`config.mk`:
```
export PLATFORM = sky130hd
export DESIGN_NAME = axi_lite_txn_scheduler
export DESIGN_NICKNAME = d
export VERILOG_FILES = /design/src/rtl/axi_lite_txn_scheduler.sv
export SDC_FILE = /design/constraint.sdc
export NUM_CORES = 1
export LEC_CHECK = 0
export BUFFER_PORTS_ARGS = -buffer_cell sky130_fd_sc_hd__buf_2
export CAP_MARGIN = 20
export CORE_ASPECT_RATIO = 0.6
export CORE_UTILIZATION = 51
export DETAILED_ROUTE_END_ITERATION = 6
export PLACE_DENSITY = 0.81
export SYNTH_ARGS = -nofsm -noshare
export SYNTH_HDL_FRONTEND = slang
export SYNTH_SLANG_ARGS = --single-unit
```
`constraint.sdc`:
```
create_clock -name clk -period 1.8 [get_ports clk]
set_input_delay 0.27 -clock clk [delete_from_list [all_inputs] [get_ports clk]]
set_output_delay 0.27 -clock clk [all_outputs]
set_load 0.1 [all_outputs]
```
`src/rtl/axi_lite_txn_scheduler.sv`:
```
`default_nettype none
// ============================================================================
// Module      : axi_lite_txn_scheduler
// Description : Round-robin AXI-Lite master scheduler with independent write
//               and read paths, each guarded by a no-progress watchdog.
// Revision    : 1.0 - initial release
// ============================================================================
module axi_lite_txn_scheduler #(
    parameter  int NUM_MASTERS    = 2,
    parameter  int TIMEOUT_CYCLES = 256,
    localparam int IDXW           = $clog2(NUM_MASTERS)
) (
    input  logic                   clk,
    input  logic                   rst,
    input  logic [NUM_MASTERS-1:0] aw_req,
    input  logic [NUM_MASTERS-1:0] ar_req,
    input  logic                   aw_hs,
    input  logic                   w_hs,
    input  logic                   b_hs,
    input  logic                   ar_hs,
    input  logic                   r_hs,
    output logic [NUM_MASTERS-1:0] wr_gnt,
    output logic [IDXW-1:0]        wr_gnt_idx,
    output logic                   wr_gnt_valid,
    output logic [NUM_MASTERS-1:0] rd_gnt,
    output logic [IDXW-1:0]        rd_gnt_idx,
    output logic                   rd_gnt_valid,
    output logic                   wr_timeout,
    output logic                   rd_timeout
);

    localparam int CNTW = (TIMEOUT_CYCLES > 1) ? $clog2(TIMEOUT_CYCLES) : 1;
    localparam logic [CNTW-1:0] c_TO_MAX =
        CNTW'((TIMEOUT_CYCLES > 0) ? (TIMEOUT_CYCLES - 1) : 0);
    localparam logic [NUM_MASTERS-1:0] c_ONE = NUM_MASTERS'(1);

    localparam logic [1:0] W_IDLE      = 2'd0;
    localparam logic [1:0] W_ADDR_DATA = 2'd1;
    localparam logic [1:0] W_RESP      = 2'd2;

    localparam logic [1:0] R_IDLE = 2'd0;
    localparam logic [1:0] R_ADDR = 2'd1;
    localparam logic [1:0] R_DATA = 2'd2;

    // First requester found scanning upward from ptr, wrapping past the top.
    function automatic logic [IDXW-1:0] rr_pick(input logic [NUM_MASTERS-1:0] req,
                                                 input logic [IDXW-1:0]        ptr);
        logic [IDXW-1:0] pick;
        logic            found;
        int              idx;
        pick  = '0;
        found = 1'b0;
        for (int i = 0; i < NUM_MASTERS; i++) begin
            idx = int'(ptr) + i;
            if (idx >= NUM_MASTERS) begin
                idx = idx - NUM_MASTERS;
            end
            if (!found && req[IDXW'(idx)]) begin
                pick  = IDXW'(idx);
                found = 1'b1;
            end
        end
        return pick;
    endfunction

    function automatic logic [IDXW-1:0] rr_next(input logic [IDXW-1:0] idx);
        return (idx == IDXW'(NUM_MASTERS - 1)) ? '0 : idx + 1'b1;
    endfunction

    // Watchdog step: clear on progress, otherwise count up and stick at the limit.
    function automatic logic [CNTW-1:0] to_step(input logic [CNTW-1:0] cnt,
                                                input logic            progress);
        if (TIMEOUT_CYCLES == 0 || progress) begin
            return '0;
        end
        if (cnt == c_TO_MAX) begin
            return cnt;
        end
        return cnt + 1'b1;
    endfunction

    // ------------------------------------------------------------------------
    // Write path
    // ------------------------------------------------------------------------
    logic [1:0]             r_wr_state;
    logic [IDXW-1:0]        r_wr_ptr;
    logic [NUM_MASTERS-1:0] r_wr_gnt;
    logic [IDXW-1:0]        r_wr_idx;
    logic                   r_aw_done;
    logic                   r_w_done;
    logic [CNTW-1:0]        r_wr_cnt;
    logic                   r_wr_timeout;

    logic [IDXW-1:0] w_wr_pick;
    logic            w_aw_acc;
    logic            w_w_acc;
    logic            w_wr_progress;
    logic            w_wr_expire;

    always_comb begin
        w_wr_pick     = rr_pick(aw_req, r_wr_ptr);
        w_aw_acc      = aw_hs & ~r_aw_done;
        w_w_acc       = w_hs & ~r_w_done;
        w_wr_progress = 1'b0;
        if (r_wr_state == W_ADDR_DATA) begin
            w_wr_progress = w_aw_acc | w_w_acc;
        end else if (r_wr_state == W_RESP) begin
            w_wr_progress = b_hs;
        end
        w_wr_expire = (TIMEOUT_CYCLES != 0) && (r_wr_state != W_IDLE) &&
                      !w_wr_progress && (r_wr_cnt == c_TO_MAX);
    end

    always_ff @(posedge clk) begin
        if (rst) begin
            r_wr_state   <= W_IDLE;
            r_wr_ptr     <= '0;
            r_wr_gnt     <= '0;
            r_wr_idx     <= '0;
            r_aw_done    <= 1'b0;
            r_w_done     <= 1'b0;
            r_wr_cnt     <= '0;
            r_wr_timeout <= 1'b0;
        end else begin
            r_wr_timeout <= 1'b0;
            if (w_wr_expire) begin
                // Abort leaves the pointer where arbitration put it.
                r_wr_state   <= W_IDLE;
                r_wr_gnt     <= '0;
                r_wr_idx     <= '0;
                r_aw_done    <= 1'b0;
                r_w_done     <= 1'b0;
                r_wr_cnt     <= '0;
                r_wr_timeout <= 1'b1;
            end else begin
                case (r_wr_state)
                    W_IDLE: begin
                        if (|aw_req) begin
                            r_wr_state <= W_ADDR_DATA;
                            r_wr_gnt   <= c_ONE << w_wr_pick;
                            r_wr_idx   <= w_wr_pick;
                            r_wr_ptr   <= rr_next(w_wr_pick);
                            r_aw_done  <= 1'b0;
                            r_w_done   <= 1'b0;
                            r_wr_cnt   <= '0;
                        end
                    end
                    W_ADDR_DATA: begin
                        r_aw_done <= r_aw_done | aw_hs;
                        r_w_done  <= r_w_done | w_hs;
                        r_wr_cnt  <= to_step(r_wr_cnt, w_wr_progress);
                        if ((r_aw_done | aw_hs) && (r_w_done | w_hs)) begin
                            r_wr_state <= W_RESP;
                            r_wr_cnt   <= '0;
                        end
                    end
                    W_RESP: begin
                        r_wr_cnt <= to_step(r_wr_cnt, w_wr_progress);
                        if (b_hs) begin
                            r_wr_state <= W_IDLE;
                            r_wr_gnt   <= '0;
                            r_wr_idx   <= '0;
                            r_aw_done  <= 1'b0;
                            r_w_done   <= 1'b0;
                            r_wr_cnt   <= '0;
                        end
                    end
                    default: begin
                        r_wr_state <= W_IDLE;
                        r_wr_gnt   <= '0;
                        r_wr_idx   <= '0;
                        r_wr_cnt   <= '0;
                    end
                endcase
            end
        end
    end

    // ------------------------------------------------------------------------
    // Read path
    // ------------------------------------------------------------------------
    logic [1:0]             r_rd_state;
    logic [IDXW-1:0]        r_rd_ptr;
    logic [NUM_MASTERS-1:0] r_rd_gnt;
    logic [IDXW-1:0]        r_rd_idx;
    logic [CNTW-1:0]        r_rd_cnt;
    logic                   r_rd_timeout;

    logic [IDXW-1:0] w_rd_pick;
    logic            w_rd_progress;
    logic            w_rd_expire;

    always_comb begin
        w_rd_pick     = rr_pick(ar_req, r_rd_ptr);
        w_rd_progress = 1'b0;
        if (r_rd_state == R_ADDR) begin
            w_rd_progress = ar_hs;
        end else if (r_rd_state == R_DATA) begin
            w_rd_progress = r_hs;
        end
        w_rd_expire = (TIMEOUT_CYCLES != 0) && (r_rd_state != R_IDLE) &&
                      !w_rd_progress && (r_rd_cnt == c_TO_MAX);
    end

    always_ff @(posedge clk) begin
        if (rst) begin
            r_rd_state   <= R_IDLE;
            r_rd_ptr     <= '0;
            r_rd_gnt     <= '0;
            r_rd_idx     <= '0;
            r_rd_cnt     <= '0;
            r_rd_timeout <= 1'b0;
        end else begin
            r_rd_timeout <= 1'b0;
            if (w_rd_expire) begin
                r_rd_state   <= R_IDLE;
                r_rd_gnt     <= '0;
                r_rd_idx     <= '0;
                r_rd_cnt     <= '0;
                r_rd_timeout <= 1'b1;
            end else begin
                case (r_rd_state)
                    R_IDLE: begin
                        if (|ar_req) begin
                            r_rd_state <= R_ADDR;
                            r_rd_gnt   <= c_ONE << w_rd_pick;
                            r_rd_idx   <= w_rd_pick;
                            r_rd_ptr   <= rr_next(w_rd_pick);
                            r_rd_cnt   <= '0;
                        end
                    end
                    R_ADDR: begin
                        r_rd_cnt <= to_step(r_rd_cnt, w_rd_progress);
                        if (ar_hs) begin
                            r_rd_state <= R_DATA;
                        end
                    end
                    R_DATA: begin
                        r_rd_cnt <= to_step(r_rd_cnt, w_rd_progress);
                        if (r_hs) begin
                            r_rd_state <= R_IDLE;
                            r_rd_gnt   <= '0;
                            r_rd_idx   <= '0;
                        end
                    end
                    default: begin
                        r_rd_state <= R_IDLE;
                        r_rd_gnt   <= '0;
                        r_rd_idx   <= '0;
                        r_rd_cnt   <= '0;
                    end
                endcase
            end
        end
    end

    assign wr_gnt       = r_wr_gnt;
    assign wr_gnt_idx   = r_wr_idx;
    assign wr_gnt_valid = (r_wr_state != W_IDLE);
    assign wr_timeout   = r_wr_timeout;
    assign rd_gnt       = r_rd_gnt;
    assign rd_gnt_idx   = r_rd_idx;
    assign rd_gnt_valid = (r_rd_state != R_IDLE);
    assign rd_timeout   = r_rd_timeout;

endmodule
`default_nettype wire
```
==> results of run 1 <==
[sequential cells by signal (all words and copies together), names as in the netlist]
| register | count |
|---|---|
| r_rd_cnt | 8 |
| rd_timeout | 1 |
| r_wr_cnt | 8 |
| r_aw_done | 1 |
| r_w_done | 1 |
| r_rd_state | 2 |
| wr_timeout | 1 |
| wr_gnt | 2 |
| r_rd_ptr | 1 |
| r_wr_state | 2 |
| r_wr_ptr | 1 |
| rd_gnt | 2 |
[repair_timing]
action / in CTS / in global routing
hold endpoints to repair: 0 / 0
resized for setup: 2 / 4
setup endpoints to repair: 2 / 5
[kinds of logic after synthesis]
kind of cell / count (synthesis)
AND/OR/NAND/NOR: 78
flip-flops: 30
AO/OA/AOI/OAI: 41
adder cells (fa/ha/maj): 8
buffers and inverters: 17
multiplexers: 5
XOR/XNOR: 9
[layout make-up]
type                            count  area, um2
Fill cell                         241       1020
Multi-Input combinational cell    141        960
Sequential cell                    30        602
Timing Repair Buffer               29        176
Clock buffer                        7       86.3
Tap cell                           42       52.6
Inverter                           11       45.0
Clock inverter                      1       5.00
[critical path, stage by stage, from the launching register on]
cell      delay, ps
dfxtp_2         350
inv_2            60
ha_2            190
nand3b_4        170
and3_4          220
a21o_1          210
or3_1           370
a21oi_2         130
[worst max-delay path by stage]
stage / startpoint / end / slack (ps) / depth (start not counted)
4_1_cts: r_rd_state[1]$_SDFFE_PP0P_ / r_rd_cnt[7]$_SDFFE_PP0P_ / 9 / 7
3_5_place_dp: r_rd_state[1]$_SDFFE_PP0P_ / r_rd_cnt[7]$_SDFFE_PP0P_ / 30 / 7
3_3_place_gp: r_rd_state[1]$_SDFFE_PP0P_ / r_rd_cnt[7]$_SDFFE_PP0P_ / 90 / 7
6_report: r_rd_state[1]$_SDFFE_PP0P_ / r_rd_cnt[7]$_SDFFE_PP0P_ / 40 / 7
2_1_floorplan: r_rd_state[1]$_SDFFE_PP0P_ / r_rd_cnt[6]$_SDFFE_PP0P_ / -0.8 / 6
5_1_grt: r_rd_state[0]$_SDFFE_PP0P_ / rd_gnt[1]$_SDFFE_PP0P_ / 4 / 7
[Yosys cell counts, drive strengths merged (2+ instances only)]
cell type	n	area, um2
a211oi	3	32.5
a21o	3	22.5
a21oi	15	78.8
a311oi	2	17.5
a31oi	4	25.0
and2	2	12.5
and3	2	17.5
and4	5	51.3
buf	5	36.3
dfxtp	30	601
ha	8	100
inv	11	41.3
mux2i	5	50.1
nand2	15	56.3
nand3	7	35.0
nand4	6	37.5
nor2	25	93.8
nor2b	4	25.0
nor3	2	10.0
nor3b	2	20.0
o21ai	9	45.0
or3	2	12.5
or3b	2	17.5
xnor2	5	43.8
xor2	4	35.0
[cell usage in the layout (no fill, tap or decap), types with 2 or more instances in the layout]
cell	count
nand3_1	7
xor2_1	4
and2_1	2
and4_1	2
a311oi_1	2
xnor2_1	5
buf_4	10
nand4_1	6
clkbuf_8	6
buf_2	18
a211oi_2	2
a31oi_1	4
o21ai_0	8
dfxtp_1	29
or3_1	2
nand2_1	15
nor2b_1	4
a21o_1	3
a21oi_1	14
nor2_1	25
inv_2	2
and4_4	3
inv_1	8
mux2i_1	5
nor3_1	2
ha_1	6
[metrics by stage]
step	utilization	setup TNS, ps
3_5_place_dp	0.618	0
3_3_place_gp	0.618	0
6_report	0.654	0
2_1_floorplan	-	-0.849
4_1_cts	0.651	0
5_1_grt	0.654	0
[layer usage]
| metal | vias to the layer above | wire, um |
|---|---|---|
| met5 | - | 0 |
| met4 | 0 | 48 |
| met3 | 6 | 245 |
| met2 | 49 | 1360 |
| met1 | 641 | 1860 |
| li1 | 723 | - |
[power by group]
group	switching (uW)	leakage [uW]	total (uW)	internal, uW
Combinational	456	0.000526	670	213
Clock	251	0.0000482	558	308
Sequential	42.1	0.000245	759	717
==> metrics.txt, run 1 <==
clock slew at reported path FFs=60 ps; depth of the CTS H-tree=2; Startpoint Class=flop; final hold viol count=0; pre-CTS WS=26.9 ps; Layout area overhead=19.4%; site row count=15; HP Class=input port to flop; Critical Path RT=2030 ps; total power=1990 uW; share of layout cells above drive strength 1=0.256; Layout Skew=3.66 ps; xor/xnor share of the synthesized area=0.0488; Worst EP arrival=1980 ps; Register-to-Register Path Depth=7; ANT nets after route=0; R2R Path Start=r_rd_state[1]$_SDFFE_PP0P_; outcome=finished, final reports clean; met3 Usage GRT=0.0664; multiplexer share of the synthesized area=0.0310; post-synthesis compound-gate area fraction=0.171; final setup vio count=0; Tot GR Track Use=0.238; Yosys Warn Count=0; post-synthesis sequential area ratio=0.372; Post-Syn Area per Cell=8.59 um2; via/cell ratio=5.44; Avg WL per Cell=13.4 um; Max IR drop VDD=631 uV; Port Buffer Count=20; ys flop type=dfxtp_1; final max-slew violation count=0; fin worst setup slack=44.1 ps; largest family of logic cells by synthesized area=simple AND/OR/NAND/NOR gates; register bit total from synthesis=30; number of global-route vias before repair=1317; RePlAce Congestion=0.798; R2R Setup Slk=40 ps; mapped cell area=1610 um2; Die W=74.6 um; largest net degree at the start of global routing=10; Synth Area in Adders=0.0620; Cells after Synth=188; CP Capture Type=flop; starting density of the core=0.548; Detailed Place HPWL=2.70 mm; Pre-antenna DRT Iters=4; CTS sink cnt=30; placed inst area=1820 um2; Hold Path Sink=r_w_done$_SDFFE_PP0P_; Clock Path Buffers=2; TritonCTS clock tree=built; Worst R2R End=r_rd_cnt[7]$_SDFFE_PP0P_; Root Buffer=clkbuf_8; minimum clock period=1760 ps; Die Ht=45.6 um; design area=1930 um2; slew margin rel.=0.678; Tightest Pin Transition=486 ps; Detailed Route Iter0 Violations=103; placed insts=253; Post-CTS Setup Bufs=0; total gr overflow=0; crit-path max FO=8; post-synth cell types=42; post-synthesis simple-gate area fraction=0.265; Core Box Area=2950 um2; number of synthesized flops with an enable pin=0; n_diodes=0; HP Start=w_hs; nets=237; hold_buf cts=0; die area=3400 um2; type of the worst setup path=flop to flop; WHS=248 ps; final WL=3.51 mm; unrepaired setup endpoints after global routing=false; met2 Usage GRT=0.324; first-pass GRT wire length=5.91 mm; DR vias=1419; GR met1 Demand/Resource=0.350; Boundary Pins=21; clock latency on the worst-skew pair=290 ps; pwr dens=1030 nW/um2; initial antenna violation count=0; Synth async-reset ratio=0; drc violations=0; Lkg Pwr=0.000819 uW; gr busiest metal=met1; syn_nets=207; WHS Path Cells=3; Final Non-Filler Cells=261; highest clock rate=570 MHz; MaxCap Viol Count=0; CTS buffer count=5; Period Utilization, post-route=0.975
No activity file was read; power rests on OpenSTA's default activity.
==> inputs of run 2 (changes only) <==
- CORE_UTILIZATION: 51 -> 55
- PLACE_DENSITY: 0.81 -> 0.82
- clock period: 1.8 -> 2.1 ns (I/O delays scaled with it)
==> run 2 against run 1 <==
Routed wire length decreased by 2.4%. Core utilization rose by 2.7 points. Via count increased by 1.1%. Clock-buffer cell count stayed put. Global-route usage increased by 0.88 points. Sequential cell count unchanged. Sequential share of layout area rose by 2.1 points. Fmax down 12%. Sequential power down 15%. Design area down 6.6%. Die area decreased by 7.0%. Critical path type unchanged. Largest cell class unchanged.
==> metrics.txt, run 2 (synthesis results as in run 1) <==
ANT nets after route=0 (unchanged); Layout area overhead=11.6%; commonest non-fill, non-tap cell in the layout=dfxtp_1; Lkg Pwr=0.000768 uW (-6.3%); Seq pwr share=0.406 (+0.024); internal power=984 uW (-21%); outcome=finished, final reports clean; Detailed Place HPWL=2.59 mm (-4.0%); die area=3160 um2 (-7.0%); minimum clock period=1990 ps (+236 ps); pre-CTS WS=156 ps (+129 ps); Die Ht=44.0 um (-3.5%); MaxCap Viol Count=0 (unchanged); Max IR drop VDD=474 uV (-25%); Avg WL per Cell=13.8 um (+2.3%); final WL=3.43 mm (-2.4%); Startpoint Class=flop; Hold Path Sink=r_aw_done$_SDFFE_PP0P_; nets=228 (-3.8%); setup TNS=0 ps (unchanged); Port Buffer Count=20 (unchanged); total gr overflow=0 (unchanged); most frequent cells in the layout=30 x dfxtp_1, 25 x nor2_1, 20 x buf_2, 15 x nand2_1, 14 x a21oi_1; Clock Power Share=0.267 (-0.014); FILL cells=233 (-3.3%); WHS=291 ps (+42.4 ps); final setup vio count=0 (unchanged); CP Capture Type=flop; Boundary Pins=21 (unchanged); Period Utilization, post-route=0.949 (-0.0268); unrepaired setup endpoints after global routing=false; highest clock rate=502 MHz (-12%); slew margin rel.=0.642 (-0.0363); Worst EP arrival=2210 ps (+230 ps); Final Non-Filler Cells=249 (-4.6%); TritonCTS clock tree=built; Core Box Area=2650 um2 (-10%); final hold viol count=0 (unchanged); drc violations=0 (unchanged); share of layout cells above drive strength 1=0.182 (-0.0739); largest net degree at the start of global routing=10 (unchanged); hold_buf cts=0 (unchanged); n_diodes=0 (unchanged); R2R Path Start=r_rd_state[0]$_SDFFE_PP0P_; Top Registers=r_rd_cnt: 8 flops, r_wr_cnt: 8 flops; site row count=14 (-1); DR vias=1435 (+1.1%); Layout Skew=3.98 ps (+0.322 ps); starting density of the core=0.610 (+0.0624); via/cell ratio=5.76 (+6.0%); Critical Path RT=2310 ps (+280 ps); post_cts resized=0 (-2); cell family with most CP delay=simple AND/OR/NAND/NOR gates; HP Start=aw_hs; fin worst setup slack=108 ps (+63.7 ps); Pre-antenna DRT Iters=4 (unchanged); WHS Path Cells=3 (unchanged); design area=1800 um2 (-6.6%); Tightest Pin Transition=536 ps (+49.9 ps); RePlAce Congestion=0.870 (+9.0%); Psw=612 uW (-18%); cell at the slowest stage of the critical path=or3b_1; Tot GR Track Use=0.246 (+0.00875); CTS buffer count=5 (unchanged); final max-slew violation count=0 (unchanged); CTS sink cnt=30 (unchanged); initial antenna violation count=0 (unchanged); most frequent cell on the critical path=inv_1; depth of the CTS H-tree=2 (unchanged); number of global-route vias before repair=1364 (+3.6%); Root Buffer=clkbuf_8; crit-path max FO=9 (+1); Crit path largest cell delay=370 ps (about the same); R2R Setup Slk=110 ps (+60 ps); worst path cell trace=inv_1 > ha_1 > or3b_1 > inv_1 > a21o_1 > or3_1 > a21oi_2; Worst R2R End=r_rd_cnt[7]$_SDFFE_PP0P_; placed inst area=1720 um2 (-5.4%); pwr dens=886 nW/um2 (-14%); Detailed Route Iter0 Violations=56 (-46%); logic gate share of total power=0.328 (-0.009); clock latency on the worst-skew pair=280 ps (about the same); Die W=71.9 um (-3.6%); Clock Path Buffers=2 (unchanged); sw frac=0.384 (+0.00662); first-pass GRT wire length=5.82 mm (-1.5%); Register-to-Register Path Depth=7 (unchanged); HP Class=input port to flop; placed insts=242 (-4.3%); type of the worst setup path=flop to flop; Post-CTS Setup Bufs=0 (unchanged); clock slew at reported path FFs=60 ps (about the same); worst path buffer plus inverter count=2 (+1)
## run 2: power groups by stage
stage	sequential, uW	combinational [uW]	clock [uW]
after floorplan	736	361	0
after global placement	654	502	0
after detailed placement	658	517	0
after CTS	647	519	430
after global routing	654	561	452
final	647	523	426
## run 2: metal layers
layer | wire length (um) | track usage | share of wire
met4 | 76 | 0.122 | 0.022
met2 | 1510 | 0.408 | 0.44
met1 | 1640 | 0.294 | 0.48
met5 | 0 | 0 | 0
met3 | 197 | 0.0814 | 0.058
## run 2: area by class of cell
| cell class | instances | area (um2) | share of cell area |
|---|---|---|---|
| timing repair buffer | 20 | 100 | 0.0556 |
| sequential | 30 | 601 | 0.334 |
| inverter | 11 | 41.3 | 0.0229 |
| tap | 40 | 50.0 | 0.0278 |
| clock buffer | 7 | 76.3 | 0.0424 |
| multi-input combinational | 141 | 932 | 0.518 |
## run 2: through the flow
stage | total power, uW | util
final | 1600 | 0.681
after global routing | 1670 | 0.681
after CTS | 1600 | 0.681
after detailed placement | 1180 | 0.652
after global placement | 1160 | 0.652
after floorplan | 1100 | -
## run 2: worst max path at each step
stage	startpoint	end	depth (start not counted)
after floorplan	r_rd_state[0]$_SDFFE_PP0P_	r_rd_cnt[0]$_SDFFE_PP0P_	6
after global placement	r_rd_state[0]$_SDFFE_PP0P_	rd_gnt[1]$_SDFFE_PP0P_	7
after detailed placement	r_rd_state[0]$_SDFFE_PP0P_	r_rd_cnt[7]$_SDFFE_PP0P_	7
after CTS	r_rd_state[0]$_SDFFE_PP0P_	r_rd_cnt[7]$_SDFFE_PP0P_	7
after global routing	r_rd_state[0]$_SDFFE_PP0P_	rd_gnt[0]$_SDFFE_PP0P_	7
final	r_rd_state[0]$_SDFFE_PP0P_	r_rd_cnt[7]$_SDFFE_PP0P_	7
## run 2: worst min-delay path, cell delays in order
cell and delay, ps:
buf_2 90, a21oi_1 60, nor2_1 70
==> inputs of run 3 (changes only) <==
--- a/config.mk
+++ b/config.mk
@@ -9,6 +9,8 @@
 export CAP_MARGIN = 20
 export CORE_ASPECT_RATIO = 0.6
+export CORE_MARGIN = 2
 export CORE_UTILIZATION = 55
 export DETAILED_ROUTE_END_ITERATION = 6
+export GPL_ROUTABILITY_DRIVEN = 0
 export PLACE_DENSITY = 0.82
 export SYNTH_ARGS = -nofsm -noshare
==> constraint.sdc (replaced) <==
create_clock -name clk -period 2.1 [get_ports clk]
set_input_delay 0.105 -clock clk [delete_from_list [all_inputs] [get_ports clk]]
set_output_delay 0.105 -clock clk [all_outputs]
set_load 0.1 [all_outputs]
==> run 3 against run 2 <==
Combinational power fell by 1%. Via count decreased by 3.7%. Worst hold slack got worse by 210 ps. Sequential cell count is the same. Core utilization fell by 3.7 points. Critical endpoint unchanged. Critical path type unchanged. Largest cell class unchanged. Clock-buffer cell count did not move. Global-route usage fell by 2.8 points. Sequential power about the same. Register-to-register slack better by 70 ps. Clock skew grew 5.0 ps.
==> metrics.txt, run 3 (synthesis results as in run 1) <==
outcome=finished, final reports clean; nets=229 (+0.44%); Lkg Pwr=0.000783 uW (+2.0%); CTS buffer count=5 (unchanged); initial antenna violation count=0 (unchanged); R2R Setup Slk=180 ps (+70 ps); most frequent cells in the layout=30 x dfxtp_1, 25 x nor2_1, 20 x buf_2, 15 x nand2_1, 14 x a21oi_1; final hold viol count=0 (unchanged); CTS sink cnt=30 (unchanged); crit-path max FO=9 (unchanged); starting density of the core=0.570 (-0.0407); post_cts resized=0 (unchanged); Layout Skew=9.02 ps (+5.04 ps); final setup vio count=0 (unchanged); Psw=617 uW (+0.72%); Avg WL per Cell=13.0 um (-5.1%); Multi-input gate area=932 um2 (unchanged); Tot GR Track Use=0.218 (-0.0282); via/cell ratio=5.46 (-5.2%); internal power=1020 uW (+3.9%); pwr dens=897 nW/um2 (+1.2%); share of layout cells above drive strength 1=0.194 (+0.0125); Port Buffer Count=20 (unchanged); n_diodes=0 (unchanged); FILL cells=234 (+0.43%); clock slew at reported path FFs=70 ps (about the same); Clock Path Buffers=2 (unchanged); final max-slew violation count=0 (unchanged); setup TNS=0 ps (unchanged); TritonCTS clock tree=built; Die W=73.9 um (+2.8%); hold_buf cts=0 (unchanged); Final Non-Filler Cells=253 (+1.6%); Detailed Place HPWL=2.41 mm (-7.0%); minimum clock period=1920 ps (-69.2 ps); Detailed Route Iter0 Violations=96 (+71%); Tightest Pin Transition=486 ps (-49.9 ps); Startpoint Class=flop; die area=3400 um2 (+7.5%); Seq pwr share=0.395 (-0.011); Boundary Pins=21 (unchanged); logic gate share of total power=0.316 (-0.012); highest clock rate=520 MHz (+3.6%); Critical Path RT=2310 ps (about the same); clock latency on the worst-skew pair=280 ps (about the same); Worst EP arrival=2140 ps (-70 ps); DR vias=1382 (-3.7%); commonest non-fill, non-tap cell in the layout=dfxtp_1; type of the worst setup path=flop to flop; final WL=3.30 mm (-3.6%); ANT nets after route=0 (unchanged); Die Ht=46.0 um (+4.5%); HP Class=input port to flop; slew margin rel.=0.678 (+0.0363); Layout area overhead=13.1%; unrepaired setup endpoints after global routing=false; drc violations=0 (unchanged); Register Area=601 um2 (unchanged); MaxCap Viol Count=0 (unchanged); depth of the CTS H-tree=2 (unchanged); placed insts=245 (+1.2%); Post-CTS Setup Bufs=0 (unchanged); Root Buffer=clkbuf_8; first-pass GRT wire length=5.47 mm (-5.9%); Max IR drop VDD=506 uV (+6.7%); sw frac=0.376 (-0.00723); total gr overflow=0 (unchanged); Core Box Area=2830 um2 (+7.1%); site row count=15 (+1); Top Registers=r_rd_cnt: 8 flops, r_wr_cnt: 8 flops; CP Capture Type=flop; number of global-route vias before repair=1187 (-13%); largest net degree at the start of global routing=10 (unchanged); Period Utilization, post-route=0.916 (-0.0329); Pre-antenna DRT Iters=4 (unchanged); Clock Power Share=0.288 (+0.021)
==> run 3: changes by cell type in the layout (fill, tap and decap cells not counted), sizes merged <==
cell | previous run | this run
buf | 20 | 21
clkinv | 0 | 1
==> run 3: stage by stage <==
stage | utilization | power [uW] | instance area (um2) | hold slack, ps | worst slack [ps]
2_1_floorplan | - | 1100 | 1610 | 177 | 129
3_3_place_gp | 0.612 | 1170 | 1730 | 360 | 280
3_5_place_dp | 0.612 | 1170 | 1730 | 374 | 225
4_1_cts | 0.644 | 1650 | 1830 | 78.4 | 186
5_1_grt | 0.644 | 1730 | 1830 | 87.4 | 19.3
6_report | 0.644 | 1640 | 1830 | 82.7 | 177
==> run 3: path summary, 6_finish.rpt <==
kind / startpoint / end / depth (start not counted)
setup / recovery: r_rd_state[1]$_SDFFE_PP0P_ / r_rd_cnt[7]$_SDFFE_PP0P_ / 7
hold / removal: w_hs / r_w_done$_SDFFE_PP0P_ / 3
setup reg to reg: r_rd_state[1]$_SDFFE_PP0P_ / r_rd_cnt[7]$_SDFFE_PP0P_ / 7
hold reg to reg: wr_gnt[1]$_SDFFE_PP0P_ / wr_gnt[1]$_SDFFE_PP0P_ / 2
==> run 3: routing by layer <==
layer | share of wire | track usage
met1 | 0.54 | 0.327
met2 | 0.37 | 0.286
met3 | 0.068 | 0.0597
met4 | 0.021 | 0.0982
met5 | 0 | 0
==> run 3: cell type report <==
type | instances | share of cell area
clock buffer | 7 | 0.0473
sequential | 30 | 0.329
inverter | 11 | 0.0226
multi-input combinational | 141 | 0.511
clock inverter | 1 | 0.00274
tap | 42 | 0.0288
timing repair buffer | 21 | 0.0589
==> run 3: power by group through the flow <==
stage	combinational, uW	sequential [uW]	clock, uW
final	518	648	472
after global routing	568	652	511
after CTS	515	647	487
after detailed placement	512	659	0
after global placement	511	657	0
after floorplan	361	736	0
==> run 3: worst max-delay path, cell delays in order (launching register included) <==
cell and delay (ps):
dfxtp_1 360, inv_1 70, ha_1 240, or3b_1 370
inv_1 140, a21o_1 200, or3_1 360, a21oi_2 130
